`config.mk`:
```
export PLATFORM = sky130hd
export DESIGN_NAME = lms_spi_arbiter
export DESIGN_NICKNAME = d
export VERILOG_FILES = /design/src/rtl/lms_spi_arbiter.sv
export SDC_FILE = /design/constraint.sdc
export NUM_CORES = 1
export LEC_CHECK = 0
export ABC_AREA = 1
export BUFFER_PORTS_ARGS = -buffer_cell sky130_fd_sc_hd__buf_2
export CELL_PAD_IN_SITES_DETAIL_PLACEMENT = 1
export CELL_PAD_IN_SITES_GLOBAL_PLACEMENT = 2
export CORE_MARGIN = 2
export CORE_UTILIZATION = 30
export CTS_BUF_LIST = sky130_fd_sc_hd__clkbuf_4
export DETAILED_ROUTE_END_ITERATION = 10
export PLACE_DENSITY = 0.85
export SLEW_MARGIN = 20
export SYNTH_ARGS = -nofsm -noshare
export SYNTH_HDL_FRONTEND = slang
export SYNTH_SLANG_ARGS = --single-unit
export TNS_END_PERCENT = 50
```
`constraint.sdc`:
```
create_clock -name clk_clk -period 6.7 [get_ports clk_clk]
set_clock_uncertainty 0.15 [all_clocks]
set_input_delay 0.67 -clock clk_clk [delete_from_list [all_inputs] [get_ports clk_clk]]
set_output_delay 0.67 -clock clk_clk [all_outputs]
set_load 0.1 [all_outputs]
```
`src/rtl/lms_spi_arbiter.sv`:
```
// Round-robin arbiter sharing one LMS7002 SPI bus between N_REQ requesters.
// Each grant runs a single 32-bit mode-0 MSB-first transfer, then acks the winner.
module lms_spi_arbiter #(
  parameter int N_REQ   = 2,
  parameter int N_SS    = 5,
  parameter int CLK_DIV = 4
) (
  input  logic                 clk_clk,
  input  logic                 reset_reset,
  input  logic [N_REQ-1:0]     req,
  input  logic [32*N_REQ-1:0]  cmd_word,
  input  logic [3*N_REQ-1:0]   cmd_ss,
  output logic [N_REQ-1:0]     ack,
  output logic                 err,
  output logic [15:0]          rdata,
  output logic                 busy,
  output logic                 spi_SCLK,
  output logic                 spi_MOSI,
  input  logic                 spi_MISO,
  output logic [N_SS-1:0]      spi_SS_n
);

  localparam int DIV_W = (CLK_DIV > 1) ? $clog2(CLK_DIV) : 1;

  typedef enum logic [2:0] {IDLE, SETUP, SHIFT, HOLD, DONE} state_t;
  state_t state, next_state;

  logic [DIV_W-1:0] div_cnt;
  logic             div_end;
  logic [5:0]       half_cnt;
  logic [2:0]       rr, win, next_rr, owner;
  logic             any_req, bad;
  logic [31:0]      sel_word;
  logic [2:0]       sel_ss;
  logic [30:0]      tx;
  logic [15:0]      rx;
  logic             rise_tick, fall_tick;

  assign div_end   = (div_cnt == DIV_W'(CLK_DIV - 1));
  assign fall_tick = (state == SHIFT) && div_end && !half_cnt[0];
  assign rise_tick = div_end && ((state == SETUP) ||
                     ((state == SHIFT) && half_cnt[0] && (half_cnt != 6'd63)));

  // Later offsets are visited first so the nearest set request at/after rr wins.
  always_comb begin
    any_req = 1'b0;
    win     = '0;
    for (int i = N_REQ - 1; i >= 0; i--) begin
      for (int j = 0; j < N_REQ; j++) begin
        if (req[j] && (j == (int'(rr) + i) % N_REQ)) begin
          any_req = 1'b1;
          win     = 3'(j);
        end
      end
    end
  end

  always_comb begin
    sel_word = '0;
    sel_ss   = '0;
    for (int j = 0; j < N_REQ; j++) begin
      if (win == 3'(j)) begin
        sel_word = cmd_word[32*j +: 32];
        sel_ss   = cmd_ss[3*j +: 3];
      end
    end
  end

  assign bad     = (int'(sel_ss) >= N_SS);
  assign next_rr = 3'((int'(win) + 1) % N_REQ);

  always_comb begin
    next_state = state;
    case (state)
      IDLE:    if (any_req) next_state = bad ? DONE : SETUP;
      SETUP:   if (div_end) next_state = SHIFT;
      SHIFT:   if (div_end && (half_cnt == 6'd63)) next_state = HOLD;
      HOLD:    if (div_end) next_state = DONE;
      DONE:    next_state = IDLE;
      default: next_state = IDLE;
    endcase
  end

  always_ff @(posedge clk_clk or posedge reset_reset) begin
    if (reset_reset) state <= IDLE;
    else             state <= next_state;
  end

  always_ff @(posedge clk_clk or posedge reset_reset) begin
    if (reset_reset) begin
      spi_SS_n <= '1;
      spi_SCLK <= 1'b0;
      spi_MOSI <= 1'b0;
      ack      <= '0;
      err      <= 1'b0;
      rdata    <= '0;
      busy     <= 1'b0;
      rr       <= '0;
      owner    <= '0;
      div_cnt  <= '0;
      half_cnt <= '0;
    end else begin
      ack     <= '0;
      err     <= 1'b0;
      div_cnt <= (state == IDLE || div_end) ? '0 : div_cnt + DIV_W'(1);
      case (state)
        IDLE: begin
          half_cnt <= '0;
          if (any_req) begin
            owner <= win;
            rr    <= next_rr;
            busy  <= 1'b1;
            if (bad) begin
              ack <= N_REQ'(1) << win;
              err <= 1'b1;
            end else begin
              spi_SS_n <= ~(N_SS'(1) << sel_ss);
              spi_MOSI <= sel_word[31];
            end
          end
        end
        SETUP: if (div_end) spi_SCLK <= 1'b1;
        SHIFT: begin
          if (div_end) half_cnt <= half_cnt + 6'd1;
          if (fall_tick) begin
            spi_SCLK <= 1'b0;
            spi_MOSI <= tx[30];
          end else if (rise_tick) begin
            spi_SCLK <= 1'b1;
          end
        end
        HOLD: begin
          if (div_end) begin
            spi_SS_n <= '1;
            ack      <= N_REQ'(1) << owner;
            rdata    <= rx;
          end
        end
        DONE: busy <= 1'b0;
        default: ;
      endcase
    end
  end

  // Shift registers carry only data and need no reset; they are reloaded per grant.
  always_ff @(posedge clk_clk) begin
    if (state == IDLE && any_req) tx <= sel_word[30:0];
    else if (fall_tick)           tx <= {tx[29:0], 1'b0};
    if (rise_tick)                rx <= {rx[14:0], spi_MISO};
  end

endmodule
```
==> out/metrics.cfg, run 1 <==
[run_status]
status=finished clean

[critical_path]
rrSetupSlack_ns=3.93
rr_endpoint=spi_MOSI$_DFFE_PP0P_
worstReg2RegStart=state[0]$_DFFE_PP0P_
cp.required_ns=6.89
r2r_cells=9
critPathKind=flip-flop to flip-flop
worstPathArrival_ns=2.95
critPathMaxFanout=35
cp-start-kind=flip-flop
crit_start=state[0]$_DFFE_PP0P_
cp-end-kind=flip-flop

[logic_synthesis]
yosys_most_used_dff=edfxtp_1
ys_seq_area_frac=0.618
netlist_area_um2=3910
avgSynthCellArea_um2=10.5
async_flop_share=0.460
synth_cell_types=35
synth_edf_count=47
synthCells=374
ys_warn_count=0
synth-seq-cells=87
synth_nets=451

[floorplanning]
coreArea_um2=12700
pin_count=102
start_util=0.309
die_x_um=118
die_y_um=118
dieArea_um2=14000
fp-row-count=41

[global_routing]
grt_start_max_net_pins=41
grt_first_pass_wirelength_um=15800
grt_pass1_vias=3142
antenna_found_initial=0
grt_use_total=0.140
grt.overflow.total=0

[pwr]
power_density_nw_per_um2=214
vdd_drop_max_uv=86.6
power.total_mw=1.02
p_leak_nw=2.21

[routing]
ant_nets=0
drt-vias-per-instance=4.57
post-route-drc-count=0
drt_iter0_drc=110
routedWlPerCell_um=14.5
drtPass1Iterations=4
wirelength_um=9450
vias=2978

[placed_design]
dp_cells=635
dp_hpwl_um=6760
place.port_buffers=101
gp_congestion=0.770

[timing]
post-route-period-util=0.413
holdWs_ns=0.202
tns_ns=0
fmax_ghz=0.361
setup_viol=0
min_period_ns=2.77
rsz0062_at_grt=no
hold_viol=0
drv_slew=0
maxSlewHeadroom=0.518
tightest_slew_ns=0.723

[finish]
area_delta_synth_final_pct=21.9
n_antenna_cell=0
instances_no_fill=651
multi_input_area_um2=1320
fillers=1493
num-nets-final=551
register_area_um2=2420
drive_gt1_frac=0.344

[clock_network]
ctsHoldBuffers=0
numCtsBuffers=9
numClockSinks=87
clock_latency_ns=0.43
cts.path.max_buffers=2
path_clk_slew_ns=0.15
ctsResizeCount=0
post-cts-setup-buffers=0
cts_tree=yes
cts-root-buf=clkbuf_4
htreeDepth=3

[job]
drv_cap=0

[hold_path]
min_path_type=input pin to asynchronous set/reset pin

[cell usage after synthesis, types with 2 or more instances]
| cell type | n | share of area |
|---|---|---|
| a21oi_1 | 5 | 0.0064 |
| nor3_1 | 3 | 0.0038 |
| dfstp_2 | 5 | 0.034 |
| ha_1 | 2 | 0.0064 |
| nand3_1 | 15 | 0.019 |
| dfrtp_1 | 35 | 0.22 |
| edfxtp_1 | 47 | 0.36 |
| o21ai_1 | 10 | 0.013 |
| nand2_1 | 69 | 0.066 |
| o21ai_0 | 59 | 0.075 |
| o22ai_1 | 2 | 0.0032 |
| nand2_2 | 5 | 0.0080 |
| mux2_4 | 8 | 0.031 |
| clkbuf_1 | 6 | 0.0058 |
| nand2_4 | 2 | 0.0058 |
| buf_4 | 4 | 0.0077 |
| inv_2 | 8 | 0.0077 |
| inv_1 | 18 | 0.017 |
| nor2_1 | 42 | 0.040 |
| buf_2 | 3 | 0.0038 |
| mux2_2 | 8 | 0.023 |
| nor2_2 | 5 | 0.0080 |
[flip-flops by register name (all words and copies together), names as in the netlist, 2 cells and up]
name      flops
ack           2
div_cnt       2
half_cnt      6
rdata        16
rx           16
spi_SS_n      5
state         3
tx           31
[layout by cell type, fill, tap and decap left out, types with 3 or more instances in the layout]
cell type,Yosys,routed
edfxtp_1,47,47
mux2_4,8,8
dfstp_2,5,5
inv_2,8,8
mux2_2,8,8
nor3_1,3,3
o21ai_1,10,10
nor2_1,42,42
nor2_2,5,4
clkbuf_4,0,9
buf_2,3,101
o21ai_0,59,59
nand3_1,15,15
dfrtp_1,35,35
inv_1,18,18
bufinv_16,0,3
a21oi_1,5,5
nand2_1,69,69
nand2_2,5,5
[critical path, cell delays in order, from the launching register on]
cell and delay, ns:
dfrtp_1 0.45, nor2_2 0.17, nand2_2 0.13, nor2_4 0.53
inv_2 0.43, nand2_1 0.17, buf_4 0.38, nand2_1 0.14
nand2_1 0.08, o21ai_1 0.05
[cell families after synthesis]
logic type	Yosys count	share of synthesized area
compound gates	80	0.109
fa+ha+maj	2	0.00639
simple gates	148	0.165
flops	87	0.618
buf+inv	40	0.0451
mux	16	0.0537
xor+xnor	1	0.00224
[worst max-delay path by stage]
stage	endpoint	slack [ns]
6_report	spi_MOSI$_DFFE_PP0P_	3.93
5_1_grt	spi_MOSI$_DFFE_PP0P_	3.58
4_1_cts	spi_MOSI$_DFFE_PP0P_	3.31
3_5_place_dp	spi_MOSI$_DFFE_PP0P_	3.05
3_3_place_gp	spi_MOSI$_DFFE_PP0P_	3.25
2_1_floorplan	spi_MOSI$_DFFE_PP0P_	4.25
[per-stage QoR]
step	instance area (um^2)	worst slack, ns	util
2_1_floorplan	3910	4.25	-
3_3_place_gp	4570	3.25	0.361
3_5_place_dp	4570	3.05	0.361
4_1_cts	4760	3.31	0.376
5_1_grt	4770	3.58	0.376
6_report	4770	3.93	0.376
[layout make-up]
type                            count  area share
Sequential cell                    87       0.507
Clock buffer                        9      0.0142
Clock inverter                      7      0.0265
Timing Repair Buffer              103       0.109
Inverter                           26      0.0205
Multi-Input combinational cell    247       0.277
Tap cell                          172      0.0451
[routing by layer]
layer,global-route usage,vias to the layer above,share of wire,wire (um)
met1,0.199,1409,0.50,4770
met4,0.0339,0,0.0085,80
met5,0,-,0,0
met3,0.0251,9,0.044,413
li1,-,1472,-,-
met2,0.221,88,0.44,4190
[power by group]
part           internal (mW)  total [mW]  switching [mW]
clock                  0.194       0.391           0.197
sequential             0.563       0.564        0.000904
combinational         0.0231      0.0655          0.0424
total                  0.780        1.02           0.240
No activity file was read; power rests on OpenSTA's default activity.
==> inputs of run 2 (changes only) <==
--- a/config.mk
+++ b/config.mk
@@ -13,7 +13,7 @@
 export CORE_UTILIZATION = 30
 export CTS_BUF_LIST = sky130_fd_sc_hd__clkbuf_4
 export DETAILED_ROUTE_END_ITERATION = 10
-export PLACE_DENSITY = 0.85
+export PLACE_DENSITY = 0.88
 export SLEW_MARGIN = 20
 export SYNTH_ARGS = -nofsm -noshare
 export SYNTH_HDL_FRONTEND = slang
==> constraint.sdc (replaced) <==
create_clock -name clk_clk -period 2.4 [get_ports clk_clk]
set_clock_uncertainty 0.15 [all_clocks]
set_input_delay 0.24 -clock clk_clk [delete_from_list [all_inputs] [get_ports clk_clk]]
set_output_delay 0.24 -clock clk_clk [all_outputs]
set_load 0.1 [all_outputs]
==> run 2 against run 1 <==
Cell area rose by 5.7%. Non-clock buffer count rose by 31. Total power grew to 2.6 times the previous value. Sequential share of layout area down 2.7 points. First-iteration DRC count increased by 10%. Sequential power rose to 2.8 times the previous value. Clock power up 130%. Global-route usage grew 0.37 points. Count of clock-buffer cells in the layout unchanged. Final cell count is 4.9% higher. Wire length is 2.1% higher. Critical path type unchanged.
==> out/metrics.cfg, run 2 (synthesis gave the netlist of run 1 again) <==
[floorplanning]
die_x_um=118  ; unchanged
die_y_um=118  ; unchanged
dieArea_um2=14000  ; unchanged
coreArea_um2=12700  ; unchanged
fp-row-count=41  ; unchanged
start_util=0.309  ; unchanged
pin_count=102  ; unchanged

[timing]
tns_ns=0  ; unchanged
min_period_ns=2.26  ; -0.511 ns
fmax_ghz=0.443  ; +23%
drv_slew=0  ; unchanged
post-route-period-util=0.941  ; +0.527
hold_viol=0  ; unchanged
tightest_slew_ns=0.518  ; -0.205 ns
holdWs_ns=0.0193  ; -0.183 ns
maxSlewHeadroom=0.655  ; +0.137
setup_viol=0  ; unchanged
rsz0062_at_grt=no

[pwr]
vdd_drop_max_uv=178  ; +110%
p_leak_nw=2.34  ; +5.8%
power_density_nw_per_um2=530  ; +150%

[clock_network]
cts.path.max_buffers=2  ; unchanged
path_clk_slew_ns=0.14  ; about the same
numCtsBuffers=9  ; unchanged
numClockSinks=87  ; unchanged
htreeDepth=3  ; unchanged
cts_tree=yes
clock_latency_ns=0.44  ; about the same
cts-root-buf=clkbuf_4

[finish]
instances_no_fill=683  ; +4.9%
top_register=tx
final_cell_mix=101 x buf_2, 69 x nand2_1, 59 x o21ai_0, 47 x edfxtp_1, 42 x nor2_1
drive_gt1_frac=0.333  ; -0.0111
area_delta_synth_final_pct=28.8
top_regs=tx x31, rdata x16, rx x16
largest_register_ffs=31  ; unchanged
layout_commonest_cell=buf_2
num-nets-final=582  ; +5.6%

[hold_path]
min_to=tx[18]$_DFFE_PP_
hold_path_startpoint=cmd_word[18]
min_path_type=input pin to flip-flop
hold_depth=3

[critical_path]
worstPathArrival_ns=2.31  ; -0.64 ns
critPathMaxFanout=30  ; -14%
cp.required_ns=2.45  ; -4.44 ns
worstReg2RegStart=state[0]$_DFFE_PP0P_
cp-start-kind=flip-flop
rrSetupSlack_ns=0.14  ; -3.79 ns
cp-end-kind=flip-flop
rr_endpoint=tx[14]$_DFFE_PP_
critPathSlowestCell=dlygate4sd3_1
crit_chain=nor2_4 > nand2_2 > nor2_2 > inv_2 > buf_6 > nand2_1 > o21ai_1 > dlygate4sd3_1
crit_start=state[0]$_DFFE_PP0P_
r2r_cells=8  ; -1
critical_path.max_stage_delay_ns=0.54  ; about the same
critPathKind=flip-flop to flip-flop

[placed_design]
place.port_buffers=101  ; unchanged
dp_cells=640  ; +0.79%
dp_hpwl_um=6730  ; -0.50%
gp_congestion=0.806  ; +4.6%

[global_routing]
grt_pass1_vias=3250  ; +3.4%
grt.overflow.total=0  ; unchanged
antenna_found_initial=0  ; unchanged
grt_first_pass_wirelength_um=15900  ; +1.1%
grt_start_max_net_pins=41  ; unchanged
grt_use_total=0.144  ; +0.00369

[routing]
vias=3071  ; +3.1%
post-route-drc-count=0  ; unchanged
drt-vias-per-instance=4.50  ; -1.7%
wirelength_um=9640  ; +2.1%
drtPass1Iterations=4  ; unchanged
ant_nets=0  ; unchanged
routedWlPerCell_um=14.1  ; -2.7%
drt_iter0_drc=121  ; +10%

[run_status]
status=finished clean

[job]
drv_cap=0  ; unchanged

[run 2: per-stage QoR]
stage / power [mW] / setup WS, ns / cell area, um^2 / utilization
after floorplan: 1.70 / 0.109 / 3910 / -
after global placement: 1.79 / 0.398 / 4620 / 0.365
after detailed placement: 1.79 / 0.352 / 4620 / 0.365
after CTS: 2.71 / 0.0819 / 5020 / 0.396
after global routing: 2.78 / 0.0225 / 5040 / 0.397
final: 2.67 / 0.142 / 5040 / 0.398
[run 2: how the worst max path moves through the flow]
stage	cells after the start	endpoint
global placement	11	spi_MOSI$_DFFE_PP0P_
detailed placement	11	spi_MOSI$_DFFE_PP0P_
finish	8	tx[14]$_DFFE_PP_
global route	8	tx[16]$_DFFE_PP_
CTS	8	tx[14]$_DFFE_PP_
floorplan	11	spi_MOSI$_DFFE_PP0P_
[run 2: repair_timing]
item	in CTS	in global routing
buffers inserted	0	0
endpoints found under the hold margin	57	0
hold buffers	26	0
endpoints found under the setup margin	0	3
gates resized for setup	0	3
[run 2: power by group]
group          total (mW)  switching, mW  leakage [nW]  internal (mW)
Combinational       0.215          0.123          1.32         0.0918
Clock               0.883          0.551        0.0835          0.333
Sequential           1.57        0.00269         0.939           1.57
[run 2: layout make-up]
class,instances,area [um^2]
antenna,1,2.50
clock buffer,9,67.6
clock inverter,7,76.3
fill,1499,7630
inverter,26,97.6
multi-input combinational,247,1320
sequential,87,2420
tap,172,215
timing repair buffer,134,838
[run 2: critical path, delay by kind of cell (launching register included)]
| kind | cells | cell delay [ns] |
|---|---|---|
| AND/OR/NAND/NOR | 4 | 0.50 |
| flip-flops | 1 | 0.47 |
| AO/OA/AOI/OAI | 1 | 0.05 |
| buffers and inverters | 3 | 0.83 |
[run 2: routing by layer]
layer	track usage	routed length, um	up-vias
met1	0.187	4520	1427
li1	-	-	1536
met4	0.0384	102	0
met2	0.239	4470	97
met3	0.0347	549	11
met5	0	0	-
==> inputs of run 3 (changes only) <==
--- a/config.mk
+++ b/config.mk
@@ -10,10 +10,9 @@
 export CELL_PAD_IN_SITES_DETAIL_PLACEMENT = 1
 export CELL_PAD_IN_SITES_GLOBAL_PLACEMENT = 2
 export CORE_MARGIN = 2
-export CORE_UTILIZATION = 30
-export CTS_BUF_LIST = sky130_fd_sc_hd__clkbuf_4
+export CORE_UTILIZATION = 29
 export DETAILED_ROUTE_END_ITERATION = 10
-export PLACE_DENSITY = 0.88
+export PLACE_DENSITY = 0.86
 export SLEW_MARGIN = 20
 export SYNTH_ARGS = -nofsm -noshare
 export SYNTH_HDL_FRONTEND = slang
==> run 3 against run 2 <==
Critical path depth up 3. Cell area down 1.6%. Worst hold slack better by 0.065 ns. Critical path type unchanged. Critical endpoint is now spi_MOSI$_DFFE_PP0P_.
==> out/metrics.cfg, run 3 (synthesis gave the netlist of run 1 again) <==
[run_status]
status=finished clean

[critical_path]
crit_chain=ha_1 > inv_1 > nor2_4 > inv_2 > nor2_2 > inv_2 > nand2_1 > buf_12 > nand2_1 > nand2_1 > o21ai_1
critPathKind=flip-flop to flip-flop
worstPathArrival_ns=2.10  ; -0.21 ns
crit_top_cell=nand2_1
critPathSlowestCell=dfrtp_1
cp-start-kind=flip-flop
cp-end-kind=flip-flop
critPathMaxFanout=32  ; +6.7%
cp.required_ns=2.48  ; +0.03 ns
critical_path.max_stage_delay_ns=0.35  ; -0.19 ns

[routing]
routedWlPerCell_um=14.7  ; +4.0%
vias=3041  ; -0.98%
drt_iter0_drc=155  ; +28%
ant_nets=0  ; unchanged
post-route-drc-count=0  ; unchanged
wirelength_um=9720  ; +0.80%
drt-vias-per-instance=4.59  ; +2.2%
drtPass1Iterations=4  ; unchanged

[clock_network]
htreeDepth=3  ; unchanged
numClockSinks=87  ; unchanged
numCtsBuffers=9  ; unchanged
cts_tree=yes
ctsResizeCount=0  ; unchanged
clock_latency_ns=0.34  ; -0.10 ns
cts-root-buf=clkbuf_16
path_clk_slew_ns=0.07  ; -0.07 ns
cts.path.max_buffers=2  ; unchanged

[timing]
drv_slew=0  ; unchanged
post-route-period-util=0.845  ; -0.0955
maxSlewHeadroom=0.605  ; -0.0500
layout_setup_ws_ns=0.372  ; +0.229 ns
rsz0062_at_grt=no
min_period_ns=2.03  ; -0.229 ns
holdWs_ns=0.0843  ; +0.0649 ns
tightest_slew_ns=0.592  ; +0.0743 ns
setup_viol=0  ; unchanged
hold_viol=0  ; unchanged
tns_ns=0  ; unchanged
fmax_ghz=0.493  ; +11%

[floorplanning]
dieArea_um2=14400  ; +3.3%
coreArea_um2=13200  ; +4.1%
die_y_um=120  ; +1.6%
pin_count=102  ; unchanged
start_util=0.297  ; -0.0122
fp-row-count=42  ; +2.4%
die_x_um=120  ; +1.6%

[placed_design]
dp_hpwl_um=7060  ; +4.9%
place_ws_ns=0.366  ; +0.0146 ns
postPlaceCellArea_um2=4640  ; +0.38%
gp_congestion=0.819  ; +1.7%
place.port_buffers=101  ; unchanged

[hold_path]
min_path_type=input pin to flip-flop

[global_routing]
grt_pass1_vias=3106  ; -4.4%
grt_use_total=0.140  ; -0.00342
antenna_found_initial=0  ; unchanged
grt.overflow.total=0  ; unchanged
grt_start_max_net_pins=35  ; -15%
grt_first_pass_wirelength_um=15800  ; -1.2%

[finish]
fillers=1533  ; +2.3%
num-nets-final=558  ; -4.1%
final_cell_mix=101 x buf_2, 69 x nand2_1, 59 x o21ai_0, 47 x edfxtp_1, 42 x nor2_1
drive_gt1_frac=0.350  ; +0.0165
area_delta_synth_final_pct=26.8
top_register=tx
layout_commonest_cell=buf_2
n_antenna_cell=0  ; -1
largest_register_ffs=31  ; unchanged
final_area_um2=4960  ; -1.6%
top_regs=tx x31, rdata x16, rx x16

[pwr]
p_leak_nw=2.30  ; -1.8%
power_density_nw_per_um2=638  ; +20%
power.total_mw=3.16  ; +18%
vdd_drop_max_uv=338  ; +90%

[job]
drv_cap=0  ; unchanged

-- run 3: changes by cell type in the layout (fill, tap and decap cells not counted), moves of 2 or more --
cell	delta
dlygate4sd3_1	-24
clkbuf_4	-9
clkbuf_16	+9
inv_4	-2
buf_6	-2
clkinv_8	+2
-- run 3: through the flow --
stage | cells | util
finish | 662 | 0.376
global route | 662 | 0.376
CTS | 662 | 0.376
detailed placement | 644 | 0.352
global placement | 644 | 0.352
floorplan | 374 | -
-- run 3: repair_timing --
action | CTS | global route
endpoints found under the setup margin | 0 | 0
endpoints found under the hold margin | 14 | 0
buffers inserted | 0 | 0
hold buffers | 2 | 0
-- run 3: worst max-delay path: cells and delay by family (launching register included) --
kind | cells | cell delay (ns)
AOI/OAI and AO/OA | 1 | 0.05
adders and majority gates | 1 | 0.34
buffers and inverters | 4 | 0.46
DFF | 1 | 0.35
and+or+nand+nor | 5 | 0.55
-- run 3: layout make-up --
class | count | area [um^2] | area share
repair buffers | 110 | 603 | 0.122
clock inverters | 7 | 77.6 | 0.0156
flip-flops and latches | 87 | 2420 | 0.488
clock buffers | 9 | 225 | 0.0454
well taps | 176 | 220 | 0.0444
multi-input cells | 247 | 1320 | 0.266
inverters | 26 | 97.6 | 0.0197
-- run 3: per-layer routing --
metal | global-route usage | up-vias | share of wire
li1 | - | 1489 | -
met1 | 0.190 | 1453 | 0.46
met2 | 0.224 | 93 | 0.47
met3 | 0.0333 | 6 | 0.058
met4 | 0.0397 | 0 | 0.0085
met5 | 0 | - | 0
-- run 3: worst paths after layout --
check / slack [ns] / startpoint / end / cells after the start
max in group asynchronous: 1.12 / reset_reset / spi_SS_n[1]$_DFFE_PP1P_ / 4
min reg2reg: 0.29 / div_cnt[0]$_DFF_PP0_ / div_cnt[0]$_DFF_PP0_ / 1
min: 0.08 / cmd_word[5] / tx[5]$_DFFE_PP_ / 3
max reg2reg: 0.37 / div_cnt[0]$_DFF_PP0_ / spi_MOSI$_DFFE_PP0P_ / 11
max: 0.37 / div_cnt[0]$_DFF_PP0_ / spi_MOSI$_DFFE_PP0P_ / 11
min in group asynchronous: 0.35 / reset_reset / rdata[3]$_DFFE_PP0P_ / 3
-- run 3: report_power, final --
part	leakage [nW]	switching [mW]	total, mW	internal, mW
Sequential	0.939	0.00289	1.57	1.57
Clock	0.144	0.662	1.40	0.736
Combinational	1.21	0.120	0.192	0.0717
Total	2.30	0.784	3.16	2.38
